## src/rtl/fm_mod_if.sv

```systemverilog
// FM modulator bus: audio sample input handshake and I/Q output handshake.
// The master drives audio samples and consumes I/Q pairs; the slave is fm_mod.
interface fm_mod_if #(
  parameter int DATA_WIDTH = 32
);
  logic [DATA_WIDTH-1:0] audio_din;
  logic                  audio_valid;
  logic                  audio_ready;
  logic [DATA_WIDTH-1:0] iq_i_dout;
  logic [DATA_WIDTH-1:0] iq_q_dout;
  logic                  iq_valid;
  logic                  iq_ready;

  modport master (
    output audio_din,
    output audio_valid,
    output iq_ready,
    input  audio_ready,
    input  iq_i_dout,
    input  iq_q_dout,
    input  iq_valid
  );

  modport slave (
    input  audio_din,
    input  audio_valid,
    input  iq_ready,
    output audio_ready,
    output iq_i_dout,
    output iq_q_dout,
    output iq_valid
  );
endinterface

```

## src/rtl/fm_mod.sv

```systemverilog
// FM modulator: each accepted audio sample advances a continuous 32-bit phase
// accumulator AUDIO_DECIM times; each phase is turned into a quantized cos/sin
// pair by a 16-iteration rotation-mode CORDIC (one iteration per cycle).
// Optional feature macro: FM_MOD_INTERP_EN -- linear interpolation between the
// previous and current audio sample across the subsamples (default: hold).
module fm_mod #(
  parameter int     DATA_WIDTH  = 32,
  parameter int     BITS        = 10,
  parameter int     AUDIO_DECIM = 8,
  parameter longint FM_MOD_GAIN = 1048576
) (
  input  logic   clock,
  input  logic   reset,
  fm_mod_if.slave bus
);

  localparam int CW    = 24;             // CORDIC x/y datapath width
  localparam int FRAC  = 20;             // fractional bits of x/y
  localparam int SHIFT = FRAC - BITS;    // reduction to output scaling
  localparam int K_W   = (AUDIO_DECIM > 1) ? $clog2(AUDIO_DECIM) : 1;
  localparam logic [K_W-1:0] K_LAST = K_W'(AUDIO_DECIM - 1);
`ifdef FM_MOD_INTERP_EN
  localparam int LOG2_DECIM = $clog2(AUDIO_DECIM);
`endif

  // 1/K pre-compensation seed so the CORDIC gain cancels out
  localparam logic signed [CW-1:0] X_INIT = 24'sd636751;

  localparam logic [1:0] ST_IDLE   = 2'd0;
  localparam logic [1:0] ST_PHASE  = 2'd1;
  localparam logic [1:0] ST_ROTATE = 2'd2;
  localparam logic [1:0] ST_OUTPUT = 2'd3;

  // atan(2^-i) expressed in phase units where 2^32 is one full turn
  function automatic logic [31:0] atan_lut(input logic [3:0] idx);
    logic [31:0] a;
    case (idx)
      4'd0:    a = 32'h2000_0000;
      4'd1:    a = 32'h12E4_051E;
      4'd2:    a = 32'h09FB_385B;
      4'd3:    a = 32'h0511_11D4;
      4'd4:    a = 32'h028B_0D43;
      4'd5:    a = 32'h0145_D7E1;
      4'd6:    a = 32'h00A2_F61E;
      4'd7:    a = 32'h0051_7C55;
      4'd8:    a = 32'h0028_BE53;
      4'd9:    a = 32'h0014_5F2F;
      4'd10:   a = 32'h000A_2F98;
      4'd11:   a = 32'h0005_17CC;
      4'd12:   a = 32'h0002_8BE6;
      4'd13:   a = 32'h0001_45F3;
      4'd14:   a = 32'h0000_A2FA;
      4'd15:   a = 32'h0000_517D;
      default: a = 32'h0000_0000;
    endcase
    return a;
  endfunction

  // Arithmetic shift to BITS fractional bits, rounding toward zero, sign-extended
  function automatic logic [DATA_WIDTH-1:0] to_out_word(input logic signed [CW-1:0] v);
    logic signed [CW-1:0] biased;
    logic signed [CW-1:0] shifted;
    if (v[CW-1] == 1'b1) begin
      biased = v + $signed(CW'((1 << SHIFT) - 1));
    end else begin
      biased = v;
    end
    shifted = biased >>> SHIFT;
    return DATA_WIDTH'(shifted);
  endfunction

  logic [1:0]            state_q, state_d;
  logic [31:0]           phase_q, phase_d;
  logic [K_W-1:0]        k_q, k_d;
  logic [DATA_WIDTH-1:0] cur_q, cur_d;
`ifdef FM_MOD_INTERP_EN
  logic [DATA_WIDTH-1:0] prev_q, prev_d;
  logic signed [63:0]    diff_s, ramp_s;
`endif
  logic signed [CW-1:0]  x_q, x_d, y_q, y_d;
  logic [31:0]           z_q, z_d;
  logic [3:0]            it_q, it_d;
  logic [DATA_WIDTH-1:0] iq_i_q, iq_i_d, iq_q_q, iq_q_d;
  logic                  iq_valid_q, iq_valid_d;
  logic                  audio_ready_q, audio_ready_d;

  logic signed [63:0]    sub_s;
  logic [31:0]           inc_s;
  logic                  fold_s;
  logic signed [CW-1:0]  x_in_s, y_in_s, x_sh_s, y_sh_s, x_nx_s, y_nx_s;
  logic [31:0]           z_in_s, z_nx_s;

`ifdef FM_MOD_INTERP_EN
  // Subsample value interpolated from prev toward cur, then its phase increment
  always_comb begin
    diff_s = 64'($signed(cur_q)) - 64'($signed(prev_q));
    ramp_s = (diff_s * $signed(64'(k_q) + 64'd1)) >>> LOG2_DECIM;
    sub_s  = 64'($signed(prev_q)) + ramp_s;
    inc_s  = 32'(sub_s * FM_MOD_GAIN);
  end
`else
  // Subsample value held at the latched sample, then its phase increment
  always_comb begin
    sub_s = 64'($signed(cur_q));
    inc_s = 32'(sub_s * FM_MOD_GAIN);
  end
`endif

  // Phases in the left half-plane are rotated by -pi and the seed negated
  assign fold_s = phase_q[31] ^ phase_q[30];

  // One CORDIC micro-rotation; iteration 0 starts from the folded seed
  always_comb begin
    if (it_q == 4'd0) begin
      x_in_s = fold_s ? -X_INIT : X_INIT;
      y_in_s = {CW{1'b0}};
      z_in_s = fold_s ? (phase_q - 32'h8000_0000) : phase_q;
    end else begin
      x_in_s = x_q;
      y_in_s = y_q;
      z_in_s = z_q;
    end
    x_sh_s = x_in_s >>> it_q;
    y_sh_s = y_in_s >>> it_q;
    if (z_in_s[31] == 1'b0) begin
      x_nx_s = x_in_s - y_sh_s;
      y_nx_s = y_in_s + x_sh_s;
      z_nx_s = z_in_s - atan_lut(it_q);
    end else begin
      x_nx_s = x_in_s + y_sh_s;
      y_nx_s = y_in_s - x_sh_s;
      z_nx_s = z_in_s + atan_lut(it_q);
    end
  end

  // Sequencing: accept sample, accumulate phase, rotate, present I/Q pair
  always_comb begin
    state_d    = state_q;
    phase_d    = phase_q;
    k_d        = k_q;
    cur_d      = cur_q;
`ifdef FM_MOD_INTERP_EN
    prev_d     = prev_q;
`endif
    x_d        = x_q;
    y_d        = y_q;
    z_d        = z_q;
    it_d       = it_q;
    iq_i_d     = iq_i_q;
    iq_q_d     = iq_q_q;
    iq_valid_d = iq_valid_q;
    case (state_q)
      ST_IDLE: begin
        if (bus.audio_valid && audio_ready_q) begin
          cur_d   = bus.audio_din;
          k_d     = {K_W{1'b0}};
          state_d = ST_PHASE;
        end else begin
          state_d = ST_IDLE;
        end
      end
      ST_PHASE: begin
        phase_d = phase_q + inc_s;
        it_d    = 4'd0;
        state_d = ST_ROTATE;
      end
      ST_ROTATE: begin
        x_d  = x_nx_s;
        y_d  = y_nx_s;
        z_d  = z_nx_s;
        it_d = it_q + 4'd1;
        if (it_q == 4'd15) begin
          iq_i_d     = to_out_word(x_nx_s);
          iq_q_d     = to_out_word(y_nx_s);
          iq_valid_d = 1'b1;
          state_d    = ST_OUTPUT;
        end else begin
          state_d = ST_ROTATE;
        end
      end
      ST_OUTPUT: begin
        if (iq_valid_q && bus.iq_ready) begin
          iq_valid_d = 1'b0;
          if (k_q == K_LAST) begin
`ifdef FM_MOD_INTERP_EN
            prev_d  = cur_q;
`endif
            state_d = ST_IDLE;
          end else begin
            k_d     = k_q + {{(K_W-1){1'b0}}, 1'b1};
            state_d = ST_PHASE;
          end
        end else begin
          state_d = ST_OUTPUT;
        end
      end
      default: begin
        state_d = ST_IDLE;
      end
    endcase
    audio_ready_d = (state_d == ST_IDLE);
  end

  // State and output registers with synchronous reset
  always_ff @(posedge clock) begin
    if (reset) begin
      state_q       <= ST_IDLE;
      phase_q       <= 32'd0;
      k_q           <= {K_W{1'b0}};
      cur_q         <= {DATA_WIDTH{1'b0}};
`ifdef FM_MOD_INTERP_EN
      prev_q        <= {DATA_WIDTH{1'b0}};
`endif
      x_q           <= {CW{1'b0}};
      y_q           <= {CW{1'b0}};
      z_q           <= 32'd0;
      it_q          <= 4'd0;
      iq_i_q        <= {DATA_WIDTH{1'b0}};
      iq_q_q        <= {DATA_WIDTH{1'b0}};
      iq_valid_q    <= 1'b0;
      audio_ready_q <= 1'b0;
    end else begin
      state_q       <= state_d;
      phase_q       <= phase_d;
      k_q           <= k_d;
      cur_q         <= cur_d;
`ifdef FM_MOD_INTERP_EN
      prev_q        <= prev_d;
`endif
      x_q           <= x_d;
      y_q           <= y_d;
      z_q           <= z_d;
      it_q          <= it_d;
      iq_i_q        <= iq_i_d;
      iq_q_q        <= iq_q_d;
      iq_valid_q    <= iq_valid_d;
      audio_ready_q <= audio_ready_d;
    end
  end

  assign bus.audio_ready = audio_ready_q;
  assign bus.iq_i_dout   = iq_i_q;
  assign bus.iq_q_dout   = iq_q_q;
  assign bus.iq_valid    = iq_valid_q;

endmodule

```

## src/flat_wrapper.sv

```systemverilog
// flat-port wrapper written by rule: the top's interface ports become plain ports
module fm_mod_flat 
#(
  parameter int     DATA_WIDTH  = 32,
  parameter int     BITS        = 10,
  parameter int     AUDIO_DECIM = 8,
  parameter longint FM_MOD_GAIN = 1048576
)
  (clock, reset, bus_audio_din, bus_audio_valid, bus_iq_ready, bus_audio_ready, bus_iq_i_dout, bus_iq_q_dout, bus_iq_valid);
  fm_mod_if #(.DATA_WIDTH(DATA_WIDTH)) bus_i ();
  input  logic clock;
  input  logic reset;
  input wire logic [$bits(bus_i.audio_din)-1:0] bus_audio_din;
  input wire logic [$bits(bus_i.audio_valid)-1:0] bus_audio_valid;
  input wire logic [$bits(bus_i.iq_ready)-1:0] bus_iq_ready;
  output wire logic [$bits(bus_i.audio_ready)-1:0] bus_audio_ready;
  output wire logic [$bits(bus_i.iq_i_dout)-1:0] bus_iq_i_dout;
  output wire logic [$bits(bus_i.iq_q_dout)-1:0] bus_iq_q_dout;
  output wire logic [$bits(bus_i.iq_valid)-1:0] bus_iq_valid;
  assign bus_i.audio_din = bus_audio_din;
  assign bus_i.audio_valid = bus_audio_valid;
  assign bus_i.iq_ready = bus_iq_ready;
  assign bus_audio_ready = bus_i.audio_ready;
  assign bus_iq_i_dout = bus_i.iq_i_dout;
  assign bus_iq_q_dout = bus_i.iq_q_dout;
  assign bus_iq_valid = bus_i.iq_valid;
  fm_mod #(.DATA_WIDTH(DATA_WIDTH), .BITS(BITS), .AUDIO_DECIM(AUDIO_DECIM), .FM_MOD_GAIN(FM_MOD_GAIN)) u_core (.clock(clock), .reset(reset), .bus(bus_i));
endmodule
```

## config.mk

```make
export PLATFORM = sky130hd
export DESIGN_NAME = fm_mod_flat
export DESIGN_NICKNAME = d
export VERILOG_FILES = /design/src/rtl/fm_mod_if.sv /design/src/rtl/fm_mod.sv /design/src/flat_wrapper.sv
export SDC_FILE = /design/constraint.sdc
export NUM_CORES = 1
export LEC_CHECK = 0
export BUFFER_PORTS_ARGS = -buffer_cell sky130_fd_sc_hd__buf_4
export CAP_MARGIN = 0
export CORE_MARGIN = 2
export CORE_UTILIZATION = 35
export DETAILED_ROUTE_END_ITERATION = 8
export HOLD_SLACK_MARGIN = 0.15
export SYNTH_ARGS = -nofsm -noshare
export SYNTH_HDL_FRONTEND = slang
export SYNTH_SLANG_ARGS = --single-unit
```

## constraint.sdc

```tcl
create_clock -name clock -period 6.85 [get_ports clock]
set_clock_uncertainty 0.1 [all_clocks]
set_input_delay 0.685 -clock clock [delete_from_list [all_inputs] [get_ports clock]]
set_output_delay 0.685 -clock clock [all_outputs]
set_load 0.02 [all_outputs]
```

==> results.py, run 1 <==
metrics = {
    "routing": {
        "routed_wl_um": 49870,
        "first_pass_iters": 5,
        "drtIter0Drc": 1073,
        "wire_per_inst_um": 17.82,
        "avgViaCountPerCell": 5.572,
        "post-route-drc-count": 0,
        "ant_nets": 0,
        "via_count": 15590,
    },
    "yosys": {
        "ys_ff_latch": 173,
        "synth_area_um2": 16780,
        "synth_nets": 2310,
        "synth_async_sr_flop_share_pct": 0,
        "syn_avg_cell_area_um2": 7.742,
        "netlist_instances": 2168,
        "synth_edf_count": 0,
        "ys_warn_count": 0,
        "ys.flop_type": "dfxtp_1",
        "yosys.cell_types.count": 113,
        "synth-seq-area-share_pct": 20.64,
    },
    "critical_path": {
        "cp-start-kind": "flip-flop",
        "slowest_delay_ps": 570,
        "required_ps": 7180,
        "setup.worst_path.start": "u_core.it_q[1]",
        "crit_fanout": 6,
        "crit_slowest_cell": "mux4_2",
        "timing_worst_setup_path_type": "reg2reg",
        "r2r_cells": 29,
        "timing.rr.start": "u_core.it_q[1]",
        "setup.worst_path.end": "u_core.bus.iq_i_dout[13]",
        "regToRegSetupSlack_ps": 320,
        "cp.arrival_ps": 6860,
        "crit_top_cell": "inv_1",
        "regToRegEndpoint": "u_core.bus.iq_i_dout[13]",
        "end_kind": "flip-flop",
    },
    "floorplanning": {
        "io_pins": 102,
        "num_rows": 80,
        "start_util_pct": 35.30,
        "dieArea_um2": 49720,
        "fp.dieW_um": 223.0,
        "die_h_um": 223.0,
        "core_area_um2": 47550,
    },
    "finish": {
        "syn2layout_area_growth_pct": 11.81,
        "drive_above_1_share_pct": 14.52,
        "fin_nets": 2312,
        "antenna_cells": 0,
        "nFillCells": 4822,
        "final_core_util_pct": 39.47,
    },
    "run_status": {
        "status": "finished clean",
    },
    "cts": {
        "clkSinkCount": 173,
        "postCtsHoldBufs": 0,
        "ctsLongestPathBuffers": 2,
        "cts_tree": "done",
        "cts_buffers": 17,
        "clk_pin_slew_ps": 80,
        "clock_insertion_delay_worst_skew_ps": 500,
        "cts-root-buf": "clkbuf_16",
        "htreeDepth": 4,
    },
    "sta": {
        "setup_viol": 0,
        "whs_ps": 335.7,
        "max_slew_margin_pct": 30.81,
        "worst_pin_slew_ps": 1035,
        "hold_viol_final": 0,
        "final-max-slew-violation-count": 0,
        "tns_ps": 0,
        "period_minus_slack_ps": 6533,
        "finalCritPeriodShare_pct": 95.37,
        "timing.fmax_mhz": 153.1,
    },
    "grt": {
        "grt_antenna_before_repair": 0,
        "met1_usage_pct": 25.00,
        "busiest_layer": "met2",
        "gr-usage-all-layers_pct": 19.86,
        "use_met3_pct": 2.674,
        "overflow": 0,
        "grt_pass1_vias": 15067,
        "met2_usage_pct": 34.98,
        "grt_max_degree": 83,
        "grt_pass1_wl_um": 79820,
    },
    "pwr": {
        "p_int_uw": 1676,
        "ir_drop_mv": 0.1552,
        "seqPwrFrac_pct": 43.4,
        "powerDensity_nw_per_um2": 129.6,
        "p_sw_uw": 756.5,
        "comb_power_share_pct": 15.7,
        "p_leak_uw": 0.007436,
        "sw_frac_of_total_pct": 31.10,
        "clockPowerShare_pct": 40.9,
    },
    "placement": {
        "gp_congestion": 0.9340,
        "hpwl_um": 37020,
        "io_buffers": 81,
    },
    "worst_hold_path": {
        "hold_class": "in2reg",
    },
    "flow_run": {
        "drv_cap": 0,
    },
}
-- kinds of logic after synthesis --
logic type / Yosys count / share of synthesized area, %
adder cells (fa/ha/maj): 107 / 8.096
XOR/XNOR: 188 / 10.41
buffers and inverters: 237 / 6.724
multiplexers: 150 / 10.72
flip-flops: 173 / 20.64
AO/OA/AOI/OAI: 543 / 21.75
AND/OR/NAND/NOR: 770 / 21.67
-- power groups by stage --
stage                     sequential (uW)  combinational [uW]  clock, uW
final                                1060                 382        996
after global routing                 1060                 422       1070
after CTS                            1060                 375       1030
after detailed placement             1080                 372          0
after global placement               1080                 364          0
after floorplan                      1070                 289          0
-- cells in the final DEF, fill, tap and decap left out, types with 14 or more instances in the layout --
master	count
nand3_1	48
nand2b_1	24
o21a_1	16
and2_1	54
a21o_1	20
a211oi_1	42
nor3_1	44
mux2_2	18
buf_4	137
o21ai_0	101
xnor2_1	112
o21bai_1	23
xor2_1	61
inv_1	71
o31ai_1	17
and3_1	21
nand2_1	222
nor2_1	256
mux2i_1	108
a31oi_1	23
a21oi_1	141
o211ai_1	14
dfxtp_1	169
clkbuf_16	17
mux4_2	22
ha_1	101
-- synthesized netlist by cell type, types with 41 or more instances --
cell        n  area (um^2)
o21ai_0   102        510.5
nor2_1    257        964.7
a211oi_1   43        322.8
xor2_1     64        560.5
inv_1      72        270.3
nand3_1    48        240.2
ha_1      103         1289
buf_4      41        307.8
a21oi_1   150        750.7
nand2_1   222        833.3
nor3_1     47        235.2
mux2i_1   110         1101
and2_1     55        344.1
dfxtp_1   173         3463
xnor2_1   117         1025
clkbuf_1   76        285.3
-- layer usage --
| metal | vias up | share of wire [%] |
|---|---|---|
| met5 | - | 0 |
| met1 | 7485 | 45 |
| li1 | 7722 | - |
| met3 | 72 | 3.7 |
| met2 | 311 | 49 |
| met4 | 0 | 2.1 |
-- timing repair --
action	4_1_cts	5_1_grt
buffers inserted	0	7
setup endpoints to repair	0	23
gates resized for setup	0	31
-- per-stage QoR --
stage | power (uW) | setup slack (ps) | instance area, um^2 | cells
5_1_grt | 2548 | -4.608 | 18770 | 2798
2_1_floorplan | 1356 | 35.45 | 16920 | 2168
4_1_cts | 2462 | 207.7 | 18510 | 2789
3_5_place_dp | 1451 | 280.0 | 17920 | 2757
3_3_place_gp | 1442 | 333.4 | 17920 | 2757
6_report | 2433 | 317.2 | 18770 | 2798
-- final cells by class --
cell class / instances / area [um^2] / area share (%)
multi-input combinational: 1760 / 12510 / 66.69
sequential: 173 / 3468 / 18.48
timing repair buffer: 143 / 1140 / 6.074
tap: 615 / 769.5 / 4.101
clock buffer: 18 / 439.2 / 2.340
inverter: 75 / 284.0 / 1.514
clock inverter: 14 / 150.1 / 0.8001
-- how the worst min path moves through the flow --
stage,endpoint,slack (ps),start,cells past startpoint
after floorplan,u_core.z_q[17],340,u_core.z_q[17],2
after global placement,u_core.z_q[17],350,u_core.z_q[17],2
after detailed placement,u_core.cur_q[2],350,u_core.cur_q[2],2
after CTS,u_core.cur_q[2],300,bus_audio_din[2],3
after global routing,u_core.cur_q[4],330,bus_audio_din[4],3
final,u_core.cur_q[2],340,bus_audio_din[2],3
-- worst max-delay path, delay by kind of cell, from the launching register on --
kind,cells,cell delay [ps]
buffers and inverters,5,430
AND/OR/NAND/NOR,7,1630
flip-flops,1,340
AO/OA/AOI/OAI,11,2200
XOR/XNOR,2,490
multiplexers,1,570
adder cells (fa/ha/maj),3,680
Note: power is estimated with default switching activity, not from simulation.
==> inputs of run 2 (changes only) <==
Settings changed: CTS_CLUSTER_DIAMETER from default to 200.
Clock period 6.85 ns to 7.2 ns, I/O delays scaled along.
==> run 2 against run 1 <==
Cell count down 0.29%. Critical endpoint is now u_core.bus.iq_q_dout[12]. Design area down 1.6%. Power down 5.8%. Register-to-register slack worse by 70 ps. Fmax down 6.1%. Highest routed layer unchanged.
==> results.py, run 2 (synthesized netlist as in run 1, its figures left out) <==
metrics = {
    "run_status": {
        "status": "finished clean",
    },
    "grt": {
        "met2_usage_pct": 34.88,
        "grt_pass1_wl_um": 79320,
        "busiest_layer": "met2",
        "met1_usage_pct": 24.55,
        "use_met3_pct": 3.213,
        "overflow": 0,
        "grt_pass1_vias": 15156,
        "grt_max_degree": 64,
        "gr-usage-all-layers_pct": 19.74,
        "grt_antenna_before_repair": 0,
    },
    "routing": {
        "drtIter0Drc": 1069,
        "avgViaCountPerCell": 5.592,
        "wire_per_inst_um": 17.52,
        "first_pass_iters": 7,
        "ant_nets": 0,
        "via_count": 15602,
        "post-route-drc-count": 0,
        "routed_wl_um": 48880,
    },
    "cts": {
        "clkSinkCount": 173,
        "clk_pin_slew_ps": 70,
        "ctsLongestPathBuffers": 2,
        "clock_insertion_delay_worst_skew_ps": 500,
        "cts_tree": "done",
        "cts_buffers": 17,
        "cts-root-buf": "clkbuf_16",
        "htreeDepth": 4,
    },
    "worst_hold_path": {
        "hold_class": "reg2reg",
        "min_from": "u_core.z_q[17]",
        "min_path_cells": 2,
        "min_to": "u_core.z_q[17]",
    },
    "critical_path": {
        "regToRegSetupSlack_ps": 250,
        "timing_worst_setup_path_type": "reg2reg",
        "end_kind": "flip-flop",
        "cp-start-kind": "flip-flop",
        "crit_fanout": 61,
        "cp.arrival_ps": 7260,
        "r2r_cells": 23,
        "required_ps": 7500,
        "regToRegEndpoint": "u_core.bus.iq_q_dout[12]",
        "timing.rr.start": "u_core.it_q[1]",
    },
    "floorplanning": {
        "fp.dieW_um": 223.0,
        "core_area_um2": 47550,
        "die_h_um": 223.0,
        "io_pins": 102,
        "dieArea_um2": 49720,
        "start_util_pct": 35.30,
        "num_rows": 80,
    },
    "finish": {
        "regArea_um2": 3468,
        "final_common_cell": "nor2_1",
        "antenna_cells": 0,
        "finalInstanceArea_um2": 18460,
        "syn2layout_area_growth_pct": 9.990,
        "nFillCells": 4815,
        "drive_above_1_share_pct": 12.74,
        "multi_input_area_um2": 12300,
        "fin_nets": 2305,
        "layout_common_cells": "nor2_1, nand2_1, dfxtp_1, a21oi_1, buf_4",
    },
    "pwr": {
        "seqPwrFrac_pct": 43.8,
        "p_sw_uw": 710.3,
        "p_leak_uw": 0.007337,
        "clockPowerShare_pct": 40.6,
        "sw_frac_of_total_pct": 30.99,
        "p_int_uw": 1582,
        "comb_power_share_pct": 15.6,
        "powerDensity_nw_per_um2": 124.2,
        "ir_drop_mv": 0.1487,
    },
    "flow_run": {
        "drv_cap": 0,
    },
    "sta": {
        "grt_setup_unrepaired": "true",
        "worst_slack_ps": 245.9,
        "timing.fmax_mhz": 143.8,
        "final-max-slew-violation-count": 0,
        "period_minus_slack_ps": 6954,
        "worst_pin_slew_ps": 1042,
        "max_slew_margin_pct": 30.06,
        "hold_viol_final": 0,
        "setup_viol": 0,
        "finalCritPeriodShare_pct": 96.58,
    },
    "placement": {
        "io_buffers": 81,
        "gp_congestion": 0.9132,
        "placed_area_um2": 17770,
        "hpwl_um": 36510,
        "dp_slack_ps": 249.8,
    },
}
## run 2: what timing repair did
| action | 4_1_cts | 5_1_grt |
|---|---|---|
| hold buffers | 0 | 0 |
| gates resized for setup | 0 | 12 |
| setup buffers | 0 | 9 |
| hold endpoints to repair | 0 | 0 |
| setup endpoints to repair | 0 | 14 |
## run 2: critical path, stage by stage (launching register included)
cell and delay, ps:
dfxtp_2 330, buf_4 600, xnor3_1 470, mux2i_1 280, buf_4 180, nor2_1 60, o311ai_1 640, nand2_1 320
a31oi_1 270, xor2_1 170, ha_1 290, and2_1 170, a31o_2 200, a211oi_1 240, buf_4 190, o311ai_4 130
a31oi_1 410, a211oi_2 180, o41ai_4 300, buf_4 190, xnor2_4 190, nand2_2 160, or4_1 500, a311oi_1 260
## run 2: metrics by stage
stage	utilization (%)	hold slack, ps	TNS [ps]	power, uW	cells
CTS	38.57	330.7	0	2324	2781
global placement	37.37	347.7	0	1371	2750
global route	38.83	354.0	-133.1	2406	2790
detailed placement	37.37	352.2	0	1378	2750
floorplan	-	336.3	0	1287	2168
finish	38.83	362.6	0	2292	2790
## run 2: worst max-delay path by stage
stage / end / slack, ps / startpoint / cells after the start
6_report: u_core.bus.iq_q_dout[12] / 250 / u_core.it_q[1] / 23
5_1_grt: u_core.bus.iq_i_dout[12] / -70 / u_core.it_q[1] / 29
4_1_cts: u_core.bus.iq_q_dout[12] / 200 / u_core.it_q[0] / 25
3_5_place_dp: u_core.bus.iq_q_dout[12] / 250 / u_core.it_q[0] / 25
3_3_place_gp: u_core.bus.iq_q_dout[12] / 370 / u_core.it_q[0] / 25
2_1_floorplan: u_core.bus.iq_i_dout[12] / 6 / u_core.it_q[0] / 37
## run 2: layout make-up
class                      count  share of cell area [%]
clock buffer                  17                   2.304
clock inverter                14                  0.7998
multi-input combinational   1758                   66.65
inverter                      75                   1.525
tap                          615                   4.168
sequential                   173                   18.79
timing repair buffer         138                   5.768
## run 2: power by group through the flow
stage          clock [uW]  combinational (uW)  sequential, uW
3_3_place_gp            0                 346            1030
3_5_place_dp            0                 353            1030
6_report              931                 357            1000
5_1_grt              1000                 395            1010
4_1_cts               966                 355            1000
2_1_floorplan           0                 272            1020
## run 2: metal layers
layer | vias to the layer above | wire length [um]
met2 | 342 | 24020
met1 | 7490 | 22010
li1 | 7707 | -
met3 | 63 | 1825
met4 | 0 | 1028
met5 | - | 0
==> inputs of run 3 (changes only) <==
Settings changed: REMOVE_ABC_BUFFERS from default to 1.
==> run 3 against run 2 <==
Non-clock buffer count fell by 8. Sequential cell count did not move. Sequential power barely moved. First-iteration DRC count fell by 15%. Register-to-register slack improved by 250 ps. Setup slack improved by 250 ps. Routed wire length fell by 2.8%. Combinational power barely moved. Global-route usage fell by 0.50 points. Cell count fell by 0.22%. Design area barely moved. Largest power group unchanged.
==> results.py, run 3 (synthesized netlist as in run 1, its figures left out) <==
metrics = {
    "run_status": {
        "status": "finished clean",
    },
    "sta": {
        "worst_pin_slew_ps": 976.2,
        "max_slew_margin_pct": 34.72,
        "tns_ps": 0,
        "setup_viol": 0,
        "finalCritPeriodShare_pct": 93.07,
        "worst_slack_ps": 498.9,
        "final-max-slew-violation-count": 0,
        "hold_viol_final": 0,
        "period_minus_slack_ps": 6701,
        "timing.fmax_mhz": 149.2,
    },
    "floorplanning": {
        "start_util_pct": 35.30,
        "dieArea_um2": 49720,
        "io_pins": 102,
        "fp.dieW_um": 223.0,
        "core_area_um2": 47550,
        "die_h_um": 223.0,
        "num_rows": 80,
    },
    "placement": {
        "dp_slack_ps": 258.1,
        "gp_congestion": 0.9123,
        "io_buffers": 81,
        "hpwl_um": 35320,
        "dp.cells": 2744,
    },
    "finish": {
        "fin_nets": 2298,
        "stdcell_count": 2784,
        "antenna_cells": 0,
        "syn2layout_area_growth_pct": 9.997,
        "layout_common_cells": "nor2_1, nand2_1, dfxtp_1, a21oi_1, buf_4",
        "multi_input_area_um2": 12320,
        "final_common_cell": "nor2_1",
        "nFillCells": 4860,
        "regArea_um2": 3468,
        "drive_above_1_share_pct": 12.54,
    },
    "critical_path": {
        "timing.critical_path.cells": "inv_1 > ha_1 > or3b_4 > mux2i_1 > nor3_1 > or4_1 > ha_1 > nand2_1 > o21ai_0 > xor2_1 > ha_1 > nor2_1 > nor2_1 > o211ai_1 > o211ai_2 > a211oi_2 > o31ai_1 > a311o_2 > o21ai_2 > xnor2_1 > nor4b_4 > nand2_2 > or4_1 > a311oi_1",
        "slowest_delay_ps": 670,
        "required_ps": 7510,
        "crit_slowest_cell": "or4_1",
        "crit_top_cell": "ha_1",
        "crit_fanout": 13,
        "cp_num_buf_inv": 1,
        "timing_worst_setup_path_type": "reg2reg",
        "end_kind": "flip-flop",
        "cp.arrival_ps": 7010,
        "cp-start-kind": "flip-flop",
        "crit_family": "simple AND/OR/NAND/NOR gates",
    },
    "grt": {
        "grt_max_degree": 64,
        "overflow": 0,
        "grt_antenna_before_repair": 0,
        "grt_pass1_vias": 14817,
        "grt_pass1_wl_um": 77400,
        "gr-usage-all-layers_pct": 19.24,
    },
    "routing": {
        "routed_wl_um": 47490,
        "avgViaCountPerCell": 5.569,
        "drtIter0Drc": 907,
        "wire_per_inst_um": 17.06,
        "ant_nets": 0,
        "via_count": 15505,
        "first_pass_iters": 7,
        "post-route-drc-count": 0,
    },
    "cts": {
        "cts-root-buf": "clkbuf_16",
        "clock_insertion_delay_worst_skew_ps": 500,
        "cts_buffers": 17,
        "clk_pin_slew_ps": 80,
        "ctsLongestPathBuffers": 2,
        "clkSinkCount": 173,
        "cts_tree": "done",
        "postCtsHoldBufs": 0,
        "htreeDepth": 4,
    },
    "pwr": {
        "p_leak_uw": 0.007308,
        "p_total_uw": 2349,
        "ir_drop_mv": 0.1812,
        "powerDensity_nw_per_um2": 127.2,
    },
    "flow_run": {
        "drv_cap": 0,
    },
    "worst_hold_path": {
        "hold_class": "in2reg",
    },
}
## run 3: final cells by class
type	count	share of cell area, %
Multi-Input combinational cell	1759	66.72
Sequential cell	173	18.79
Timing Repair Buffer	130	5.483
Tap cell	615	4.168
Clock buffer	19	2.399
Inverter	75	1.525
Clock inverter	13	0.9149
## run 3: worst reg2reg max path, cell delays in order (launching register included)
cell and delay (ps):
dfxtp_2 320, inv_1 70, ha_1 280, or3b_4 540, mux2i_1 380, nor3_1 70
or4_1 670, ha_1 370, nand2_1 120, o21ai_0 150, xor2_1 180, ha_1 220
nor2_1 110, nor2_1 50, o211ai_1 240, o211ai_2 170, a211oi_2 290, o31ai_1 170
a311o_2 470, o21ai_2 80, xnor2_1 160, nor4b_4 490, nand2_2 170, or4_1 480
a311oi_1 250
## run 3: stage by stage
step                cell area [um^2]  hold slack [ps]  utilization (%)
finish                         18460            359.0            38.83
global route                   18460            325.9            38.83
CTS                            18300            325.9            38.50
detailed placement             17690            353.0            37.21
global placement               17690            344.1            37.21
floorplan                      15940            330.3                -
## run 3: power by group
part | total [uW] | internal [uW] | switching [uW]
logic | 354 | 142 | 211
registers | 1000 | 978 | 25.2
clock network | 991 | 507 | 485
total | 2350 | 1630 | 721
## run 3: final timing paths
check / endpoint / from / slack (ps) / depth (start not counted)
setup / recovery: u_core.bus.iq_q_dout[12] / u_core.it_q[0] / 500 / 24
hold / removal: u_core.cur_q[2] / bus_audio_din[2] / 360 / 3
setup reg to reg: u_core.bus.iq_q_dout[12] / u_core.it_q[0] / 500 / 24
hold reg to reg: u_core.z_q[8] / u_core.z_q[8] / 360 / 2
## run 3: routing by layer
metal / vias up / global-route usage (%) / routed length (um)
met5: - / 0 / 0
met4: 0 / 6.495 / 1051
met3: 61 / 3.740 / 1895
met2: 329 / 33.08 / 22850
met1: 7428 / 24.03 / 21690
li1: 7687 / - / -
## run 3: timing repair
action / CTS / global route
resized for setup: 0 / 17
endpoints found under the setup margin: 0 / 27
setup buffers: 0 / 7
endpoints found under the hold margin: 0 / 0
